===== src/rtl/iob_dma_desc_sched_pkg.sv =====
// Shared types and constants for the iob_dma descriptor scheduler.
// CSR offsets are byte addresses in the iob_dma register map.
package iob_dma_desc_sched_pkg;

    typedef enum logic [3:0] {
        IDLE,
        WR_IF,
        WR_DIR,
        WR_A,
        WR_B,
        SETTLE,
        RD_REQ,
        RD_WAIT,
        DONE
    } sched_state_e;

    localparam int unsigned CSR_BASE_ADDR     = 'h00;
    localparam int unsigned CSR_TRANSFER_SIZE = 'h04;
    localparam int unsigned CSR_DIRECTION     = 'h08;
    localparam int unsigned CSR_INTERFACE_NUM = 'h0C;
    localparam int unsigned CSR_READY_W       = 'h10;
    localparam int unsigned CSR_READY_R       = 'h14;

    localparam logic [3:0] WSTRB_WORD = 4'hF;

    // Packed descriptor layout is {addr, size, dir, if, tag}.
    function automatic int unsigned desc_width(input int unsigned aw, input int unsigned sw,
                                               input int unsigned iw, input int unsigned tw);
        return aw + sw + 1 + iw + tw;
    endfunction

endpackage


===== src/rtl/iob_dma_desc_sched_if.sv =====
// IOb native bus between the scheduler (master) and the iob_dma CSR port (slave).
interface iob_dma_desc_sched_if #(
    parameter int CSR_ADDR_W = 5
) ();
    logic                  iob_valid;
    logic [CSR_ADDR_W-1:0] iob_addr;
    logic [31:0]           iob_wdata;
    logic [3:0]            iob_wstrb;
    logic                  iob_ready;
    logic                  iob_rvalid;
    logic [31:0]           iob_rdata;

    modport master (
        output iob_valid, iob_addr, iob_wdata, iob_wstrb,
        input  iob_ready, iob_rvalid, iob_rdata
    );

    modport slave (
        input  iob_valid, iob_addr, iob_wdata, iob_wstrb,
        output iob_ready, iob_rvalid, iob_rdata
    );
endinterface


===== src/rtl/iob_dma_desc_fifo.sv =====
// Register-based descriptor FIFO with synchronous flush and first-word-fall-through read.
module iob_dma_desc_fifo #(
    parameter int WIDTH      = 8,
    parameter int DEPTH_LOG2 = 2
) (
    input  logic             clk_i,
    input  logic             arst_i,
    input  logic             cke_i,
    input  logic             flush_i,
    input  logic             push_i,
    input  logic [WIDTH-1:0] wdata_i,
    input  logic             pop_i,
    output logic [WIDTH-1:0] rdata_o,
    output logic             full_o,
    output logic             empty_o
);
    localparam int DEPTH = 1 << DEPTH_LOG2;

    logic [WIDTH-1:0]      mem_q [DEPTH];
    logic [DEPTH_LOG2-1:0] wptr_q;
    logic [DEPTH_LOG2-1:0] rptr_q;
    logic [DEPTH_LOG2:0]   count_q;
    logic                  doPush;
    logic                  doPop;

    // Count never exceeds DEPTH, so its top bit alone marks full.
    assign full_o  = count_q[DEPTH_LOG2];
    assign empty_o = (count_q == '0);
    assign doPush  = push_i & ~full_o & ~flush_i;
    assign doPop   = pop_i & ~empty_o & ~flush_i;
    assign rdata_o = mem_q[rptr_q];

    always_ff @(posedge clk_i or posedge arst_i) begin
        if (arst_i) begin
            wptr_q  <= '0;
            rptr_q  <= '0;
            count_q <= '0;
        end else if (cke_i) begin
            if (flush_i) begin
                wptr_q  <= '0;
                rptr_q  <= '0;
                count_q <= '0;
            end else begin
                if (doPush) wptr_q <= wptr_q + 1'b1;
                if (doPop)  rptr_q <= rptr_q + 1'b1;
                case ({doPush, doPop})
                    2'b10:   count_q <= count_q + 1'b1;
                    2'b01:   count_q <= count_q - 1'b1;
                    default: count_q <= count_q;
                endcase
            end
        end
    end

    // Storage needs no reset; entries are only read once the count covers them.
    always_ff @(posedge clk_i) begin
        if (cke_i && doPush) mem_q[wptr_q] <= wdata_i;
    end

endmodule


===== src/rtl/iob_dma_desc_sched.sv =====
// Descriptor scheduler: queues DMA descriptors, programs them into the iob_dma CSRs,
// polls the READY flag and reports completion with the descriptor tag.
module iob_dma_desc_sched
    import iob_dma_desc_sched_pkg::*;
#(
    parameter int ADDR_W     = 32,
    parameter int SIZE_W     = 32,
    parameter int IF_W       = 4,
    parameter int TAG_W      = 4,
    parameter int DEPTH_LOG2 = 2,
    parameter int CSR_ADDR_W = 5,
    parameter int SETTLE_CYC = 4
) (
    input  logic              clk_i,
    input  logic              arst_i,
    input  logic              cke_i,
    input  logic              flush_i,
    input  logic              desc_valid_i,
    output logic              desc_ready_o,
    input  logic [ADDR_W-1:0] desc_addr_i,
    input  logic [SIZE_W-1:0] desc_size_i,
    input  logic              desc_dir_i,
    input  logic [IF_W-1:0]   desc_if_i,
    input  logic [TAG_W-1:0]  desc_tag_i,
    output logic              done_valid_o,
    output logic [TAG_W-1:0]  done_tag_o,
    output logic              busy_o,
    iob_dma_desc_sched_if.master iob_m
);
    localparam int DESC_W = int'(desc_width(ADDR_W, SIZE_W, IF_W, TAG_W));

    sched_state_e      state_q, state_d;
    logic [ADDR_W-1:0] workAddr_q, workAddr_d;
    logic [SIZE_W-1:0] workSize_q, workSize_d;
    logic              workDir_q, workDir_d;
    logic [IF_W-1:0]   workIf_q, workIf_d;
    logic [TAG_W-1:0]  workTag_q, workTag_d;
    logic [3:0]        settleCnt_q, settleCnt_d;
    logic              doneValid_q, doneValid_d;
    logic [TAG_W-1:0]  doneTag_q, doneTag_d;

    logic [DESC_W-1:0] fifoWdata;
    logic [DESC_W-1:0] fifoRdata;
    logic              fifoFull;
    logic              fifoEmpty;
    logic              headAvail;
    logic              popReq;
    logic [ADDR_W-1:0] headAddr;
    logic [SIZE_W-1:0] headSize;
    logic              headDir;
    logic [IF_W-1:0]   headIf;
    logic [TAG_W-1:0]  headTag;

    logic                  iobValid;
    logic [CSR_ADDR_W-1:0] iobAddr;
    logic [31:0]           iobWdata;
    logic [3:0]            iobWstrb;
    logic [30:0]           unusedRdata;

    assign fifoWdata = {desc_addr_i, desc_size_i, desc_dir_i, desc_if_i, desc_tag_i};
    assign {headAddr, headSize, headDir, headIf, headTag} = fifoRdata;

    // A head that is being flushed this cycle is not allowed to start.
    assign headAvail = ~fifoEmpty & ~flush_i;
    assign popReq    = (state_q == IDLE) & headAvail;

    iob_dma_desc_fifo #(
        .WIDTH      (DESC_W),
        .DEPTH_LOG2 (DEPTH_LOG2)
    ) u_fifo (
        .clk_i   (clk_i),
        .arst_i  (arst_i),
        .cke_i   (cke_i),
        .flush_i (flush_i),
        .push_i  (desc_valid_i),
        .wdata_i (fifoWdata),
        .pop_i   (popReq),
        .rdata_o (fifoRdata),
        .full_o  (fifoFull),
        .empty_o (fifoEmpty)
    );

    always_ff @(posedge clk_i or posedge arst_i) begin
        if (arst_i) begin
            state_q     <= IDLE;
            workAddr_q  <= '0;
            workSize_q  <= '0;
            workDir_q   <= 1'b0;
            workIf_q    <= '0;
            workTag_q   <= '0;
            settleCnt_q <= '0;
            doneValid_q <= 1'b0;
            doneTag_q   <= '0;
        end else if (cke_i) begin
            state_q     <= state_d;
            workAddr_q  <= workAddr_d;
            workSize_q  <= workSize_d;
            workDir_q   <= workDir_d;
            workIf_q    <= workIf_d;
            workTag_q   <= workTag_d;
            settleCnt_q <= settleCnt_d;
            doneValid_q <= doneValid_d;
            doneTag_q   <= doneTag_d;
        end
    end

    // Receive arms the size counter before the address write starts the writer;
    // send programs the address first because the size write kicks off the read side.
    always_comb begin
        state_d     = state_q;
        workAddr_d  = workAddr_q;
        workSize_d  = workSize_q;
        workDir_d   = workDir_q;
        workIf_d    = workIf_q;
        workTag_d   = workTag_q;
        settleCnt_d = settleCnt_q;
        iobValid    = 1'b0;
        iobAddr     = '0;
        iobWdata    = '0;
        iobWstrb    = '0;

        case (state_q)
            IDLE: begin
                if (headAvail) begin
                    workAddr_d = headAddr;
                    workSize_d = headSize;
                    workDir_d  = headDir;
                    workIf_d   = headIf;
                    workTag_d  = headTag;
                    state_d    = (headSize == '0) ? DONE : WR_IF;
                end
            end
            WR_IF: begin
                iobValid = 1'b1;
                iobAddr  = CSR_ADDR_W'(CSR_INTERFACE_NUM);
                iobWdata = 32'(workIf_q);
                iobWstrb = WSTRB_WORD;
                if (iob_m.iob_ready) state_d = WR_DIR;
            end
            WR_DIR: begin
                iobValid = 1'b1;
                iobAddr  = CSR_ADDR_W'(CSR_DIRECTION);
                iobWdata = 32'(workDir_q);
                iobWstrb = WSTRB_WORD;
                if (iob_m.iob_ready) state_d = WR_A;
            end
            WR_A: begin
                iobValid = 1'b1;
                iobAddr  = workDir_q ? CSR_ADDR_W'(CSR_TRANSFER_SIZE) : CSR_ADDR_W'(CSR_BASE_ADDR);
                iobWdata = workDir_q ? 32'(workSize_q) : 32'(workAddr_q);
                iobWstrb = WSTRB_WORD;
                if (iob_m.iob_ready) state_d = WR_B;
            end
            WR_B: begin
                iobValid = 1'b1;
                iobAddr  = workDir_q ? CSR_ADDR_W'(CSR_BASE_ADDR) : CSR_ADDR_W'(CSR_TRANSFER_SIZE);
                iobWdata = workDir_q ? 32'(workAddr_q) : 32'(workSize_q);
                iobWstrb = WSTRB_WORD;
                settleCnt_d = '0;
                if (iob_m.iob_ready) state_d = SETTLE;
            end
            SETTLE: begin
                // The DMA raises its start pulse late; a READY read too early would see the old 1.
                settleCnt_d = settleCnt_q + 1'b1;
                if (settleCnt_q == 4'(SETTLE_CYC - 1)) state_d = RD_REQ;
            end
            RD_REQ: begin
                iobValid = 1'b1;
                iobAddr  = workDir_q ? CSR_ADDR_W'(CSR_READY_W) : CSR_ADDR_W'(CSR_READY_R);
                if (iob_m.iob_ready) state_d = RD_WAIT;
            end
            RD_WAIT: begin
                if (iob_m.iob_rvalid) state_d = iob_m.iob_rdata[0] ? DONE : RD_REQ;
            end
            DONE: begin
                state_d = IDLE;
            end
            default: begin
                state_d = IDLE;
            end
        endcase

        doneValid_d = (state_d == DONE);
        doneTag_d   = (state_d == DONE) ? workTag_d : doneTag_q;
    end

    assign unusedRdata = iob_m.iob_rdata[31:1];

    assign iob_m.iob_valid = iobValid;
    assign iob_m.iob_addr  = iobAddr;
    assign iob_m.iob_wdata = iobWdata;
    assign iob_m.iob_wstrb = iobWstrb;

    assign desc_ready_o = ~fifoFull;
    assign done_valid_o = doneValid_q;
    assign done_tag_o   = doneTag_q;
    assign busy_o       = (state_q != IDLE) | ~fifoEmpty;

endmodule

===== src/flat_wrapper.sv =====
// flat-port wrapper written by rule: the top's interface ports become plain ports
module iob_dma_desc_sched_flat import iob_dma_desc_sched_pkg::*;
#(
    parameter int ADDR_W     = 32,
    parameter int SIZE_W     = 32,
    parameter int IF_W       = 4,
    parameter int TAG_W      = 4,
    parameter int DEPTH_LOG2 = 2,
    parameter int CSR_ADDR_W = 5,
    parameter int SETTLE_CYC = 4
)
  (clk_i, arst_i, cke_i, flush_i, desc_valid_i, desc_ready_o, desc_addr_i, desc_size_i, desc_dir_i, desc_if_i, desc_tag_i, done_valid_o, done_tag_o, busy_o, iob_m_iob_valid, iob_m_iob_addr, iob_m_iob_wdata, iob_m_iob_wstrb, iob_m_iob_ready, iob_m_iob_rvalid, iob_m_iob_rdata);
  iob_dma_desc_sched_if #(.CSR_ADDR_W(CSR_ADDR_W)) iob_m_i ();
  input  logic clk_i;
  input  logic arst_i;
  input  logic cke_i;
  input  logic flush_i;
  input  logic desc_valid_i;
  output logic desc_ready_o;
  input  logic [ADDR_W-1:0] desc_addr_i;
  input  logic [SIZE_W-1:0] desc_size_i;
  input  logic desc_dir_i;
  input  logic [IF_W-1:0] desc_if_i;
  input  logic [TAG_W-1:0] desc_tag_i;
  output logic done_valid_o;
  output logic [TAG_W-1:0] done_tag_o;
  output logic busy_o;
  output wire logic [$bits(iob_m_i.iob_valid)-1:0] iob_m_iob_valid;
  output wire logic [$bits(iob_m_i.iob_addr)-1:0] iob_m_iob_addr;
  output wire logic [$bits(iob_m_i.iob_wdata)-1:0] iob_m_iob_wdata;
  output wire logic [$bits(iob_m_i.iob_wstrb)-1:0] iob_m_iob_wstrb;
  input wire logic [$bits(iob_m_i.iob_ready)-1:0] iob_m_iob_ready;
  input wire logic [$bits(iob_m_i.iob_rvalid)-1:0] iob_m_iob_rvalid;
  input wire logic [$bits(iob_m_i.iob_rdata)-1:0] iob_m_iob_rdata;
  assign iob_m_iob_valid = iob_m_i.iob_valid;
  assign iob_m_iob_addr = iob_m_i.iob_addr;
  assign iob_m_iob_wdata = iob_m_i.iob_wdata;
  assign iob_m_iob_wstrb = iob_m_i.iob_wstrb;
  assign iob_m_i.iob_ready = iob_m_iob_ready;
  assign iob_m_i.iob_rvalid = iob_m_iob_rvalid;
  assign iob_m_i.iob_rdata = iob_m_iob_rdata;
  iob_dma_desc_sched #(.ADDR_W(ADDR_W), .SIZE_W(SIZE_W), .IF_W(IF_W), .TAG_W(TAG_W), .DEPTH_LOG2(DEPTH_LOG2), .CSR_ADDR_W(CSR_ADDR_W), .SETTLE_CYC(SETTLE_CYC)) u_core (.clk_i(clk_i), .arst_i(arst_i), .cke_i(cke_i), .flush_i(flush_i), .desc_valid_i(desc_valid_i), .desc_ready_o(desc_ready_o), .desc_addr_i(desc_addr_i), .desc_size_i(desc_size_i), .desc_dir_i(desc_dir_i), .desc_if_i(desc_if_i), .desc_tag_i(desc_tag_i), .done_valid_o(done_valid_o), .done_tag_o(done_tag_o), .busy_o(busy_o), .iob_m(iob_m_i));
endmodule

===== config.mk =====
export PLATFORM = sky130hd
export DESIGN_NAME = iob_dma_desc_sched_flat
export DESIGN_NICKNAME = d
export VERILOG_FILES = /design/src/rtl/iob_dma_desc_sched_pkg.sv /design/src/rtl/iob_dma_desc_sched_if.sv /design/src/rtl/iob_dma_desc_fifo.sv /design/src/rtl/iob_dma_desc_sched.sv /design/src/flat_wrapper.sv
export SDC_FILE = /design/constraint.sdc
export NUM_CORES = 1
export LEC_CHECK = 0
export ABC_AREA = 1
export ABC_CLOCK_PERIOD_IN_PS = 11300
export CAP_MARGIN = 5
export CORE_MARGIN = 10
export CORE_UTILIZATION = 54
export CTS_CLUSTER_DIAMETER = 80
export DETAILED_ROUTE_END_ITERATION = 10
export PLACE_DENSITY = 0.76
export SLEW_MARGIN = 20
export SYNTH_ARGS = -nofsm -noshare
export SYNTH_HDL_FRONTEND = slang
export SYNTH_HIERARCHICAL = 1
export SYNTH_SLANG_ARGS = --single-unit

===== constraint.sdc =====
create_clock -name clk_i -period 11.3 [get_ports clk_i]
set_input_delay 1.13 -clock clk_i [delete_from_list [all_inputs] [get_ports clk_i]]
set_output_delay 1.13 -clock clk_i [all_outputs]
set_load 0.005 [all_outputs]

==> results.cfg <==
[cts]
clk_path_buf_depth = 3
cts_hold_buf = 0
cts_buffers = 39
ctsResizeCount = 0
clockRootBuffer = clkbuf_16
postCtsSetupBuffers = 0
clk_pin_slew_worst_paths_ns = 0.06
cts_tree = built
cts_sinks = 385
h-tree-depth = 2
clock_latency_ns = 0.51

[drt]
wl_per_cell_um = 19.56
final_antenna_net_count = 0
drt_wl_total_um = 38200
drc = 0
first_pass_iters = 5
via_count = 10960
drtIter0Drc = 848
viasPerCell = 5.612

[place]
place_congestion = 0.8221
port_buffers = 127
dp_hpwl_um = 23460
placed_cells = 1876

[status]
outcome = complete, no violations

[timing]
setup_tns_ns = 0
relSlewSlack_pct = 28.88
slew_viol_final = 0
rsz0062_at_grt = no
fmax_mhz = 238.0
finalSetupViolations = 0
hold_viol = 0
period_share_pct = 37.18
worst_pin_slew_ns = 1.067
fin_skew_ns = 0.01050
min_period_ns = 4.201

[synth]
synthCells = 1428
synth-seq-area-share_pct = 66.62
ys_ff_latch = 385
synth_cell_types = 38
synth_xor_area_share_pct = 0.1052
synth_top_family_by_area = compound AO/OA/AOI/OAI gates
synth_fa_ha_area_share_pct = 0.4958
syn-cell-area_um2 = 16660
yosys_warnings = 6
avgSynthCellArea_um2 = 11.66
yosys-mux-area-fraction_pct = 0.2028
synth_compound_area_share_pct = 15.38
synth-simple-area-share_pct = 10.73

[setup_path]
cpLargestDelayFamily = buffers and inverters
critPathSlowestCell = buf_4
cp-start-kind = input port
worst-path-max-fanout = 69
crit_type = input port to register
cp_cell_sequence = clkdlybuf4s50_1 > inv_1 > nor2_8 > buf_4 > buf_4 > nand2_1 > o21ai_2
worst_r2r_path_depth = 13
cp.arrival_ns = 4.63
critPathCaptureType = register
cpMostUsedCell = buf_4
required_ns = 11.73
critPathMaxStageDelay_ns = 0.93
worst-path-buf-inv = 4
critical_path_depth = 7

[power_and_ir_drop]
vdd_drop_max_uv = 130.0
swShare_pct = 32.82
clkPwrFrac_pct = 29.1
p_int_mw = 3.028
comb_power_share_pct = 29.5
leakage_nw = 7.004
p_per_area_nw_per_um2 = 234.2
p_seq_share_pct = 41.4
switchingPower_mw = 1.479

[grt]
track_usage_pct = 19.69
grt_start_max_net_pins = 127
met2_usage_pct = 31.91
grt_pass1_vias = 10910
grt-ovfl-total = 0
antenna_found_initial = 7
grt_util_met1_pct = 25.60
busiest_layer = met2
grt_first_pass_wirelength_um = 60170
grt_use_met3_pct = 3.563

[floorplanning]
core_um2 = 30510
io_pins = 161
fp.dieH_um = 195.6
rows = 64
initial_core_util_pct = 54.59
dieArea_um2 = 38270
die_w_um = 195.6

[final_layout]
syn_to_final_growth_pct = 15.57
layout.cells.non_filler = 1953
multi_input_area_um2 = 4521
finalNetCount = 1639
n_fill_cell = 2292
seq_area_um2 = 11100
drive_above_1_share_pct = 13.99
post-route-util_pct = 63.09

[min_path]
holdPathStages = 2
hp-class = register to register

[run]
maxCapViolCount = 0
==> state kept, by name, summed over array words and instances (netlist names) <==
register               cells
u_core/u_fifo/wptr_q       2
u_core/u_fifo/rptr_q       2
u_core/workSize_q         32
u_core/workTag_q           4
u_core/u_fifo/count_q      3
u_core/state_q             4
u_core/workDir_q           1
u_core/workIf_q            4
u_core/u_fifo/mem_q      292
u_core/done_valid_o        1
u_core/settleCnt_q         4
u_core/workAddr_q         32
u_core/done_tag_o          4
==> metal layers <==
layer	vias to the layer above	wire length, µm
met5	-	13
met4	2	1278
met2	338	18110
met3	69	2535
met1	5352	16270
li1	5199	-
==> cells in the mapped netlist <==
library cell	n	area share (%)
o22ai_1	77	2.9
o211ai_1	2	0.090
nand2_2	52	2.0
buf_12	6	0.72
a22o_1	28	1.5
nor2_4	2	0.14
nand2_4	2	0.14
a21oi_4	1	0.098
o21ai_0	180	5.4
nor2_8	1	0.12
inv_1	101	2.3
edfxtp_1	292	53
buf_4	13	0.59
a31oi_1	1	0.038
xnor2_1	1	0.053
clkbuf_2	3	0.090
a21oi_1	9	0.27
conb_1	1	0.023
nor2_2	1	0.038
o21ai_2	70	3.7
nor3_1	1	0.030
dfrtp_1	93	14
o21ai_1	46	1.4
fa_1	1	0.12
inv_4	2	0.075
buf_6	20	1.4
buf_2	17	0.51
ha_1	5	0.38
nand3_1	26	0.78
inv_2	4	0.090
nand4_1	1	0.038
nor2_1	187	4.2
o221ai_1	1	0.053
xor2_1	1	0.053
nand2_1	143	3.2
nand3_2	1	0.060
mux2_1	3	0.20
clkbuf_1	33	0.74
==> cells by family after synthesis <==
group | Yosys count
xor gates and xnor gates | 2
buffers and inverters | 199
and+or+nand+nor | 417
DFF | 385
other | 1
adders and majority gates | 6
muxes | 3
AOI/OAI and AO/OA | 415
==> layout make-up <==
class,instances,share of cell area (%)
diodes,6,0.07800
flip-flops and latches,385,57.69
repair buffers,143,7.228
well taps,396,2.574
clock inverters,19,1.281
inverters,107,2.119
clock buffers,52,5.545
multi-input cells,845,23.49
==> power groups by stage <==
stage          logic [mW]  clock network [mW]  registers, mW
2_1_floorplan       0.999                   0           1.80
3_3_place_gp         1.28                   0           1.88
3_5_place_dp         1.32                   0           1.89
4_1_cts              1.33                1.33           1.86
5_1_grt              1.48                1.38           1.89
6_report             1.33                1.31           1.87
==> worst min-delay path, cell delays in order, from the launching register on <==
cell and delay, ns:
dfrtp_1 0.34, nand2_1 0.05, nand2_1 0.05
==> stage by stage <==
stage          cell area, µm²  setup WS (ns)  power (mW)  hold WS (ns)
2_1_floorplan           16660          6.247       2.804        0.4585
3_3_place_gp            17920          6.720       3.161        0.4541
3_5_place_dp            17920          6.614       3.211        0.4582
4_1_cts                 19230          6.941       4.524        0.4736
5_1_grt                 19250          6.833       4.758        0.5030
6_report                19250          7.099       4.507        0.4709
==> placed cells by master, fill, tap and decap left out, types with 2 or more instances in the layout <==
| cell type | n |
|---|---|
| clkbuf_16 | 41 |
| conb_1 | 2 |
| diode_2 | 6 |
| dfrtp_4 | 2 |
| bufinv_16 | 6 |
| inv_1 | 98 |
| nand3_1 | 26 |
| ha_1 | 5 |
| clkinvlp_4 | 3 |
| nand2_2 | 52 |
| dfrtp_1 | 90 |
| nor2_1 | 183 |
| inv_2 | 6 |
| clkinv_1 | 5 |
| clkbuf_1 | 11 |
| edfxtp_1 | 292 |
| o21ai_0 | 180 |
| nor2_4 | 6 |
| clkdlybuf4s50_1 | 127 |
| nand2_1 | 143 |
| a21oi_1 | 9 |
| o22ai_1 | 77 |
| mux2_1 | 3 |
| a22o_1 | 28 |
| inv_4 | 2 |
| nand2_4 | 2 |
| o21ai_1 | 46 |
| o21ai_2 | 70 |
| buf_4 | 16 |
| o211ai_1 | 2 |
| clkinv_2 | 6 |
==> worst paths after layout <==
path                       slack [ns]                                 from                                   to
min reg2reg                      0.47     u_core/done_tag_o[0]$_DFFE_PP0P_     u_core/done_tag_o[0]$_DFFE_PP0P_
max reg2reg                      7.52  u_core/u_fifo/rptr_q[0]$_DFFE_PP0P_        u_core/state_q[3]$_DFFE_PP0P_
max                              7.10                                cke_i    u_core/workAddr_q[31]$_DFFE_PP0P_
max in group asynchronous        9.07                               arst_i         u_core/workDir_q$_DFFE_PP0P_
min                              0.47     u_core/done_tag_o[0]$_DFFE_PP0P_     u_core/done_tag_o[0]$_DFFE_PP0P_
min in group asynchronous        0.92                               arst_i  u_core/u_fifo/wptr_q[0]$_DFFE_PP0P_
No activity file was read; power rests on OpenSTA's default activity.
